<file path="src/rtl/fifo_pkg.sv">
// Shared definitions for the byte-FIFO read-side word packer.
package fifo_pkg;

    localparam int DATA_WIDTH_DEF = 8;
    localparam int PACK_DEF       = 4;

    typedef enum logic [1:0] {
        ST_RUN   = 2'd0,
        ST_DRAIN = 2'd1,
        ST_EMIT  = 2'd2
    } state_e;

    // Lanes 0..n-1 set; callers truncate to their lane count.
    function automatic logic [31:0] keep_mask(input int unsigned n);
        logic [31:0] m;
        m = '0;
        for (int unsigned i = 0; i < 32; i++) begin
            if (i < n) m[i] = 1'b1;
        end
        return m;
    endfunction

endpackage

</file>
<file path="src/rtl/fifo_word_packer.sv">
// Drains the byte FIFO (1-cycle read latency) and packs PACK entries into one
// little-endian word on a valid/ready stream; flush emits a partial word.
module fifo_word_packer
    import fifo_pkg::*;
#(
    parameter int DATA_WIDTH = DATA_WIDTH_DEF,
    parameter int PACK       = PACK_DEF
) (
    input  logic                       clk,
    input  logic                       reset,
    input  logic                       fifo_empty,
    input  logic [DATA_WIDTH-1:0]      fifo_data,
    output logic                       fifo_rd_en,
    output logic [DATA_WIDTH*PACK-1:0] m_data,
    output logic [PACK-1:0]            m_keep,
    output logic                       m_valid,
    input  logic                       m_ready,
    input  logic                       flush,
    output logic                       flush_done
);

    localparam int              IW   = $clog2(PACK) + 1;
    localparam logic [IW-1:0]   FULL = IW'(PACK);

    state_e                         state, state_nxt;
    logic [PACK-1:0][DATA_WIDTH-1:0] asm_q, asm_nxt, asm_part, out_q;
    logic [PACK-1:0]                keep_q, keep_part;
    logic [IW-1:0]                  idx, cnt_nxt;
    logic                           rd_pending, valid_q, flush_word, done_q;
    logic                           slot_free, hs, load_full, load_part;

    assign m_data    = out_q;
    assign m_keep    = keep_q;
    assign m_valid   = valid_q;
    assign slot_free = !valid_q || m_ready;
    assign hs        = valid_q && m_ready;
    assign keep_part = PACK'(keep_mask(32'(idx)));

    // Lane capture; a word completes on the same edge as its last capture.
    always_comb begin
        asm_nxt = asm_q;
        cnt_nxt = idx;
        if (rd_pending) begin
            asm_nxt[idx[IW-2:0]] = fifo_data;
            cnt_nxt              = idx + IW'(1);
        end
    end

    always_comb begin
        for (int i = 0; i < PACK; i++)
            asm_part[i] = keep_part[i] ? asm_q[i] : '0;
    end

    always_ff @(posedge clk) begin
        if (reset) state <= ST_RUN;
        else       state <= state_nxt;
    end

    always_comb begin
        state_nxt = state;
        case (state)
            ST_RUN:   if (flush) state_nxt = ST_DRAIN;
            ST_DRAIN: if (!rd_pending) state_nxt = (idx != '0) ? ST_EMIT : ST_RUN;
            ST_EMIT:  if (hs && flush_word) state_nxt = ST_RUN;
            default:  state_nxt = ST_RUN;
        endcase
    end

    always_comb begin
        fifo_rd_en = 1'b0;
        load_full  = 1'b0;
        load_part  = 1'b0;
        flush_done = 1'b0;
        if (!reset) begin
            flush_done = done_q;
            case (state)
                ST_RUN: begin
                    fifo_rd_en = !fifo_empty && ((idx + IW'(rd_pending)) < FULL);
                    load_full  = (cnt_nxt == FULL) && slot_free;
                end
                ST_EMIT: begin
                    load_part  = !flush_word && slot_free;
                    flush_done = flush_word && hs;
                end
                default: ;
            endcase
        end
    end

    always_ff @(posedge clk) begin
        if (reset) begin
            idx        <= '0;
            rd_pending <= 1'b0;
            asm_q      <= '0;
            out_q      <= '0;
            keep_q     <= '0;
            valid_q    <= 1'b0;
            flush_word <= 1'b0;
            done_q     <= 1'b0;
        end else begin
            rd_pending <= fifo_rd_en;
            done_q     <= (state == ST_DRAIN) && !rd_pending && (idx == '0);
            if (hs) begin
                valid_q    <= 1'b0;
                flush_word <= 1'b0;
            end
            if (load_full) begin
                out_q   <= asm_nxt;
                keep_q  <= '1;
                valid_q <= 1'b1;
                idx     <= '0;
            end else if (load_part) begin
                out_q      <= asm_part;
                keep_q     <= keep_part;
                valid_q    <= 1'b1;
                flush_word <= 1'b1;
                idx        <= '0;
            end else begin
                asm_q <= asm_nxt;
                idx   <= cnt_nxt;
            end
        end
    end

endmodule

</file>
<file path="config.mk">
export PLATFORM = sky130hd
export DESIGN_NAME = fifo_word_packer
export DESIGN_NICKNAME = d
export VERILOG_FILES = /design/src/rtl/fifo_pkg.sv /design/src/rtl/fifo_word_packer.sv
export SDC_FILE = /design/constraint.sdc
export NUM_CORES = 1
export LEC_CHECK = 0
export BUFFER_PORTS_ARGS = -buffer_cell sky130_fd_sc_hd__buf_2
export CORE_UTILIZATION = 35
export DETAILED_ROUTE_END_ITERATION = 12
export MAX_ROUTING_LAYER = met4
export SYNTH_ARGS = -nofsm -noshare
export SYNTH_HDL_FRONTEND = slang
export SYNTH_SLANG_ARGS = --single-unit
</file>
<file path="constraint.sdc">
create_clock -name clk -period 2.6 [get_ports clk]
set_clock_uncertainty 0.05 [all_clocks]
set_input_delay 0 -clock clk [delete_from_list [all_inputs] [get_ports clk]]
set_output_delay 0 -clock clk [all_outputs]
set_load 0.02 [all_outputs]
</file>
==> flow_summary.yaml, run 1 <==
drt:
  antenna_left: 0
  drc: 0
  post_drt_wl_per_cell_microns: 18.7
  drt_first_pass_iters: 4
  vias: 3477
  initialDrtViolationCount: 340
  avgViaCountPerCell: 5.60
  routed_wl_microns: 11600
clock_tree:
  cts_num_sinks: 77
  cts_buffers: 9
  clockRootBuffer: "clkbuf_16"
  cts_tree: "yes"
  clock_latency_ps: 340
  clk_pin_slew_ps: 60
  cts_max_level: 3
  cts_setup_buffers: 0
  cts_buffer_depth: 2
  ctsResizeCount: 0
placement:
  dp_hpwl_microns: 7630
  gp_congestion: 0.833
  numPortBuffers: 51
  dpl.cell_count: 600
logic_synthesis:
  synth_fa_ha_area_share_pct: 1.54
  synth-main-ff-cell: "dfxtp_1"
  synth.most_common_cell: "dfxtp_1"
  ys_seq_area_share_pct: 37.9
  synth_top_family_by_area: "simple AND/OR/NAND/NOR gates"
  syn_area_sq_um: 4060
  yosysWarnings: 0
  synth_top_cell_area_share_pct: 37.9
  synthMuxAreaShare_pct: 17.0
  yosysUniqueCellTypes: 48
  synth_edf_count: 0
  syn-num-nets: 451
  yosys-top-cells-count: "dfxtp_1, mux2i_1, nand2b_1"
  netlist_instances: 433
  synthArstFlopShare_pct: 0
  synth-seq-cells: 77
  synth.top_cells.by_area: "dfxtp_1, mux2i_1, mux2_2, nand2b_1, a211oi_1"
  syn_area_per_cell_sq_um: 9.38
  synth-xor-area-share_pct: 0.431
  yosysTopAreaCell: "dfxtp_1"
  synthSimpleGateAreaFrac_pct: 19.9
  synth_compound_area_share_pct: 17.3
power_and_ir_drop:
  ir_drop_v: 0.000376
  p_sw_uw: 684
  p_seq_share_pct: 44.8
  p_int_uw: 2030
  clkPwrFrac_pct: 46.2
  power_frac_comb_pct: 9.0
  power_density_nw_per_um2: 573
  switching_share_pct: 25.2
  p_leak_uw: 0.00192
global_routing:
  grt_antenna_before_repair: 0
  grt_usage_pct: 20.6
  grt_max_degree: 93
  grt_pass1_wl_microns: 18000
  gr-total-overflow: 0
  first_global_vias: 3293
floorplan:
  fp.dieArea_sq_um: 12000
  die_y_microns: 110
  start_util_pct: 36.7
  die_w_microns: 110
  rows: 38
  core_sq_um: 11100
  num_io_pins: 52
timing:
  fin_tns_setup_ps: 0
  maxSlewViolCount: 0
  setup_viol: 0
  final-hold-violation-count: 0
  period_share_pct: 94.9
  finalCriticalPeriod_ps: 2470
  relSlewSlack_pct: 42.2
  max_freq_ghz: 0.405
  rsz0062_at_grt: "no"
  worst_slew_pin_slew_ps: 867
layout:
  drive_gt1_share_pct: 24.1
  final_nets: 494
  syn_to_final_growth_pct: 16.6
  num_antenna_cells: 0
  fillers: 1098
  instances_no_fill: 621
flow_run:
  max_cap_violations: 0
setup_path:
  worstPathRequired_ps: 2770
  path_class: "flop to flop"
  end_kind: "flop"
  critPathLaunchType: "flop"
  worstPathMaxFanout: 13
  cp.arrival_ps: 2640
status:
  status: "finished, final reports clean"
worst_hold_path:
  hold_path_class: "primary input to flop"
## repair_timing
action	in CTS	in global routing
endpoints found under the hold margin	8	0
endpoints found under the setup margin	0	0
hold buffers	5	0
## worst paths after layout
kind | from | endpoint | slack [ps] | cells after the start
min reg2reg | m_data[22] | m_data[22] | 410 | 1
min | fifo_data[0] | asm_q[24] | 20 | 3
max | idx[0] | asm_q[20] | 130 | 6
max reg2reg | idx[0] | asm_q[20] | 130 | 6
## worst max-delay path: stages (launching register included)
cell and delay (ps):
dfxtp_1 430, inv_1 120, ha_1 300, mux2i_1 310
nand3_1 280, o21ai_4 460, mux2_2 390
## power groups by stage
stage | registers [uW] | clock network (uW) | logic [uW]
5_1_grt | 1220 | 1310 | 260
4_1_cts | 1220 | 1260 | 241
3_5_place_dp | 1240 | 0 | 233
6_report | 1220 | 1260 | 243
2_1_floorplan | 1240 | 0 | 164
3_3_place_gp | 1240 | 0 | 231
## per-layer routing
| metal | GRT usage, % | vias up | wire, microns |
|---|---|---|---|
| li1 | - | 1673 | - |
| met1 | 26.9 | 1685 | 5410 |
| met2 | 32.3 | 97 | 5300 |
| met3 | 3.20 | 22 | 618 |
| met4 | 7.62 | 0 | 293 |
| met5 | - | - | 0 |
## final cells by class
cell class | count | area [sq um] | share of cell area, %
Clock buffer | 10 | 229 | 4.83
Timing Repair Buffer | 73 | 433 | 9.14
Sequential cell | 77 | 1540 | 32.5
Tap cell | 140 | 175 | 3.70
Inverter | 3 | 11.3 | 0.238
Clock inverter | 6 | 63.8 | 1.35
Multi-Input combinational cell | 312 | 2280 | 48.2
## registers in the layout (all words and copies together) (netlist names)
register    count
asm_q          32
done_q          1
flush_word      1
idx             3
m_data         32
m_keep          4
m_valid         1
rd_pending      1
state           2
## placed cells by master (no fill, tap or decap), drive strengths merged, types with 5 or more instances in the layout
master,instances
buf,68
o21ai,11
dlygate4sd3,5
nor2b,8
or3,7
nor4,10
nand2,20
nand3,7
clkbuf,10
a211oi,19
and2,10
a31oi,11
mux2,25
nor3,22
ha,5
a21oi,17
mux2i,41
dfxtp,77
o221a,5
nand2b,38
nor2,17
o211ai,7
## per-stage QoR
step / setup slack (ps) / hold slack [ps] / utilization (%) / cell area (sq um) / total power, uW
after global placement: 319 / 229 / 39.7 / 4400 / 1470
after CTS: 169 / 21.6 / 42.8 / 4740 / 2720
after floorplan: 356 / 126 / - / 4060 / 1410
after detailed placement: 188 / 220 / 39.7 / 4400 / 1480
final: 132 / 16.7 / 42.8 / 4740 / 2720
after global routing: 11.7 / 39.4 / 42.8 / 4740 / 2790
## cells by family (layout without fill, tap and decap cells)
group,Yosys count,after routing
flip-flops,77,77
buffers and inverters,44,92
AND/OR/NAND/NOR,147,147
adder cells (fa/ha/maj),5,5
XOR/XNOR,2,2
multiplexers,66,66
AO/OA/AOI/OAI,92,92
(Power assumes the default switching activity.)
==> inputs of run 2 (changes only) <==
--- a/config.mk
+++ b/config.mk
@@ -6,6 +6,7 @@
 export NUM_CORES = 1
 export LEC_CHECK = 0
 export BUFFER_PORTS_ARGS = -buffer_cell sky130_fd_sc_hd__buf_2
+export CORE_ASPECT_RATIO = 0.75
 export CORE_UTILIZATION = 35
 export DETAILED_ROUTE_END_ITERATION = 12
 export MAX_ROUTING_LAYER = met4
==> constraint.sdc (replaced) <==
create_clock -name clk -period 2.6 [get_ports clk]
set_clock_uncertainty 0.05 [all_clocks]
set_input_delay 0.13 -clock clk [delete_from_list [all_inputs] [get_ports clk]]
set_output_delay 0.13 -clock clk [all_outputs]
set_load 0.02 [all_outputs]
==> run 2 against run 1 <==
Critical path depth stayed put; final cell count is 0.64% lower; first-iteration DRC count is 26% lower; non-clock buffer count is 5 lower; sequential share of layout area is 0.20 points higher; largest power group unchanged; utilization is 0.37 points lower; total power is 1.5% higher.
==> flow_summary.yaml, run 2 (synthesis gave the netlist of run 1 again) <==
setup_path:
  worstPathMaxFanout: 13
  slowest_stage: "o21ai_4"
  critical_path.max_stage_delay_ps: 470
  worstPathRequired_ps: 2780
  path_cells: "inv_1, ha_1, mux2i_1, nand3_1, o21ai_4, mux2_2"
  cp.arrival_ps: 2590
  r2r-start: "idx[1]"
  path_class: "flop to flop"
  startpoint: "idx[1]"
  critPathLaunchType: "flop"
  end_kind: "flop"
placement:
  gp_congestion: 0.823
  numPortBuffers: 51
  place_area_sq_um: 4400
  dp_hpwl_microns: 7790
global_routing:
  gr-total-overflow: 0
  grt_antenna_before_repair: 0
  grt_max_degree: 88
  grt_usage_pct: 20.9
  grt_pass1_wl_microns: 18500
  first_global_vias: 3344
clock_tree:
  ctsHoldBuffers: 0
  cts_buffer_depth: 2
  ctsResizeCount: 0
  clk_pin_slew_ps: 60
  clockRootBuffer: "clkbuf_16"
  cts_num_sinks: 77
  cts_max_level: 3
  cts_tree: "yes"
  cts_setup_buffers: 0
  cts_buffers: 9
  clock_latency_ps: 340
drt:
  vias: 3495
  antenna_left: 0
  routed_wl_microns: 11700
  drc: 0
  post_drt_wl_per_cell_microns: 18.9
  avgViaCountPerCell: 5.66
  drt_first_pass_iters: 4
  initialDrtViolationCount: 250
timing:
  maxSlewViolCount: 0
  relSlewSlack_pct: 44.1
  setup_viol: 0
  hold_slack_ps: 16.5
  worst_slew_pin_slew_ps: 838
  finalCriticalPeriod_ps: 2410
  max_freq_ghz: 0.415
  fin_tns_setup_ps: 0
  rsz0062_at_grt: "no"
  period_share_pct: 92.8
  final-hold-violation-count: 0
floorplan:
  core_sq_um: 11100
  die_w_microns: 126
  rows: 33
  start_util_pct: 36.6
  fp.dieArea_sq_um: 12000
  num_io_pins: 52
  die_y_microns: 95.3
layout:
  syn_to_final_growth_pct: 15.9
  final_cell_mix: "dfxtp_1, buf_2, mux2i_1, nand2b_1, mux2_2"
  fillers: 1066
  layout_commonest_cell: "dfxtp_1"
  multi_input_area_sq_um: 2280
  final-seq-area_sq_um: 1540
  final_nets: 489
  finish.instance_area_sq_um: 4710
  drive_gt1_share_pct: 24.6
power_and_ir_drop:
  power_density_nw_per_um2: 585
  ir_drop_v: 0.000327
  p_leak_uw: 0.00192
status:
  status: "finished, final reports clean"
worst_hold_path:
  hold_path_class: "primary input to flop"
  hp-start: "reset"
flow_run:
  max_cap_violations: 0
[run 2: cell types whose count changed in the layout (fill, tap and decap cells not counted)]
cell / before / now
clkbuf_8: 0 / 3
dlygate4sd3_1: 5 / 0
clkbuf_1: 1 / 0
diode_2: 0 / 1
clkinvlp_4: 2 / 0
clkinv_4: 1 / 0
clkinv_2: 2 / 3
[run 2: worst max-delay path, delay by kind of cell (launching register included)]
kind | cells | cell delay, ps
DFF | 1 | 430
AOI/OAI and AO/OA | 1 | 470
muxes | 2 | 690
and+or+nand+nor | 1 | 280
buffers and inverters | 1 | 90
adders and majority gates | 1 | 280
[run 2: metrics by stage]
step                      power [uW]  util [%]  setup slack, ps  cells
after detailed placement        1470      39.6              209    600
after floorplan                 1410         -              356    433
after global routing            2850      42.4             68.3    616
final                           2750      42.4              188    617
after CTS                       2780      42.4              199    616
after global placement          1470      39.6              321    600
[run 2: power by group]
group | leakage [uW] | switching (uW) | internal, uW
registers | 0.000622 | 16.4 | 1200
logic | 0.00114 | 152 | 83.1
clock network | 0.000158 | 486 | 817
[run 2: routing by layer]
metal	track usage, %	part of all wire (%)	vias to the layer above
met2	30.3	44	111
met1	29.4	50	1706
met3	3.98	4.9	11
met4	5.62	0.66	0
li1	-	-	1667
met5	-	0	-
[run 2: layout make-up]
class	count	area share, %
repair buffers	68	8.13
flip-flops and latches	77	32.7
multi-input cells	312	48.5
inverters	3	0.239
clock buffers	12	5.66
diodes	1	0.0531
clock inverters	4	0.956
well taps	140	3.72
[run 2: worst paths after layout]
kind	to	slack (ps)	cells after the start
min reg2reg	asm_q[30]	430	2
min	state[1]	20	2
max	asm_q[20]	190	6
max reg2reg	asm_q[20]	190	6
==> inputs of run 3 (changes only) <==
--- a/config.mk
+++ b/config.mk
@@ -8,8 +8,10 @@
 export BUFFER_PORTS_ARGS = -buffer_cell sky130_fd_sc_hd__buf_2
 export CORE_ASPECT_RATIO = 0.75
 export CORE_UTILIZATION = 35
+export CTS_BUF_LIST = sky130_fd_sc_hd__clkbuf_8
 export DETAILED_ROUTE_END_ITERATION = 12
 export MAX_ROUTING_LAYER = met4
+export REMOVE_ABC_BUFFERS = 1
 export SYNTH_ARGS = -nofsm -noshare
 export SYNTH_HDL_FRONTEND = slang
 export SYNTH_SLANG_ARGS = --single-unit
==> run 3 against run 2 <==
Via count decreased by 1.7%; setup slack better by 29 ps; utilization fell by 0.30 points; register-to-register slack improved by 30 ps; final area shrank 0.72%; total power decreased by 4.5%; critical path depth up 1; critical path type unchanged; critical endpoint is now m_data[6]; largest cell class unchanged; highest routed layer unchanged.
==> flow_summary.yaml, run 3 (synthesis gave the netlist of run 1 again) <==
status:
  status: "finished, final reports clean"
timing:
  final-hold-violation-count: 0
  setup_viol: 0
  rsz0062_at_grt: "no"
  maxSlewViolCount: 0
  relSlewSlack_pct: 50.4
  fin_tns_setup_ps: 0
  period_share_pct: 91.6
  hold_slack_ps: 37.1
  finalCriticalPeriod_ps: 2380
  setup_slack_ps: 217
  max_freq_ghz: 0.420
  worst_slew_pin_slew_ps: 744
placement:
  dp_slack_ps: 248
  gp_congestion: 0.835
  numPortBuffers: 51
  dp_hpwl_microns: 8050
setup_path:
  worstPathMaxFanout: 10
  critPathLaunchType: "flop"
  slowest_stage: "dfxtp_1"
  path_class: "flop to flop"
  path_cells: "inv_1, ha_1, mux2i_1, nand3_1, o21ai_4, buf_4, o221a_4"
  worstPathRequired_ps: 2850
  critical_path.max_stage_delay_ps: 430
  end_kind: "flop"
  cp.arrival_ps: 2630
layout:
  utilization_pct: 42.1
  syn_to_final_growth_pct: 15.1
  fillers: 1117
  final_cell_mix: "dfxtp_1, buf_2, mux2i_1, nand2b_1, mux2_2"
  final_nets: 492
  layout_commonest_cell: "dfxtp_1"
  drive_gt1_share_pct: 24.2
  num_antenna_cells: 0
drt:
  drt_first_pass_iters: 4
  drc: 0
  avgViaCountPerCell: 5.55
  vias: 3437
  initialDrtViolationCount: 261
  antenna_left: 0
  routed_wl_microns: 11800
  post_drt_wl_per_cell_microns: 19.0
clock_tree:
  ctsResizeCount: 0
  cts_num_sinks: 77
  cts_buffer_depth: 2
  cts_max_level: 3
  cts_buffers: 9
  clk_pin_slew_ps: 80
  ctsHoldBuffers: 1
  cts_tree: "yes"
  clockRootBuffer: "clkbuf_8"
  clock_latency_ps: 360
  cts_setup_buffers: 0
power_and_ir_drop:
  ir_drop_v: 0.000261
  finalPower_uw: 2630
  power_density_nw_per_um2: 563
  p_leak_uw: 0.00191
global_routing:
  grt_antenna_before_repair: 0
  grt_usage_pct: 21.1
  grt_max_degree: 53
  first_global_vias: 3329
  grt_pass1_wl_microns: 18800
  gr-total-overflow: 0
floorplan:
  start_util_pct: 36.6
  fp.dieArea_sq_um: 12000
  die_w_microns: 126
  num_io_pins: 52
  die_y_microns: 95.3
  rows: 33
  core_sq_um: 11100
flow_run:
  max_cap_violations: 0
worst_hold_path:
  hold_path_class: "primary input to flop"
-- run 3: where the power goes --
| part | switching [uW] | internal [uW] |
|---|---|---|
| combinational | 156 | 85.9 |
| sequential | 15.6 | 1200 |
| clock | 450 | 725 |
| total | 622 | 2010 |
-- run 3: path summary, 6_finish.rpt --
check	start	end	slack, ps	depth (start not counted)
min reg2reg	m_data[22]	m_data[22]	420	1
max	idx[0]	m_data[6]	220	7
max reg2reg	idx[0]	m_data[6]	220	7
min	flush	state[0]	40	3
-- run 3: critical path: cells and delay by family (launching register included) --
family / cells / cell delay, ps
and+or+nand+nor: 1 / 290
DFF: 1 / 430
muxes: 1 / 320
adders and majority gates: 1 / 300
AOI/OAI and AO/OA: 2 / 580
buffers and inverters: 2 / 360
-- run 3: area by class of cell --
| type | instances | area [sq um] | share of cell area, % |
|---|---|---|---|
| Tap cell | 140 | 175 | 3.75 |
| Clock inverter | 7 | 131 | 2.81 |
| Timing Repair Buffer | 71 | 408 | 8.72 |
| Sequential cell | 77 | 1540 | 33.0 |
| Multi-Input combinational cell | 312 | 2280 | 48.9 |
| Inverter | 3 | 11.3 | 0.241 |
| Clock buffer | 9 | 124 | 2.65 |
-- run 3: layer usage --
layer	share of wire [%]	wire (microns)	global-route usage, %
met5	0	0	-
met4	1.7	204	6.63
met1	49	5760	29.2
met2	42	5000	30.4
met3	6.8	802	4.71
-- run 3: through the flow --
stage | instances | instance area [sq um]
2_1_floorplan | 392 | 3840
3_5_place_dp | 602 | 4410
6_report | 619 | 4680
5_1_grt | 619 | 4680
3_3_place_gp | 602 | 4410
4_1_cts | 619 | 4680
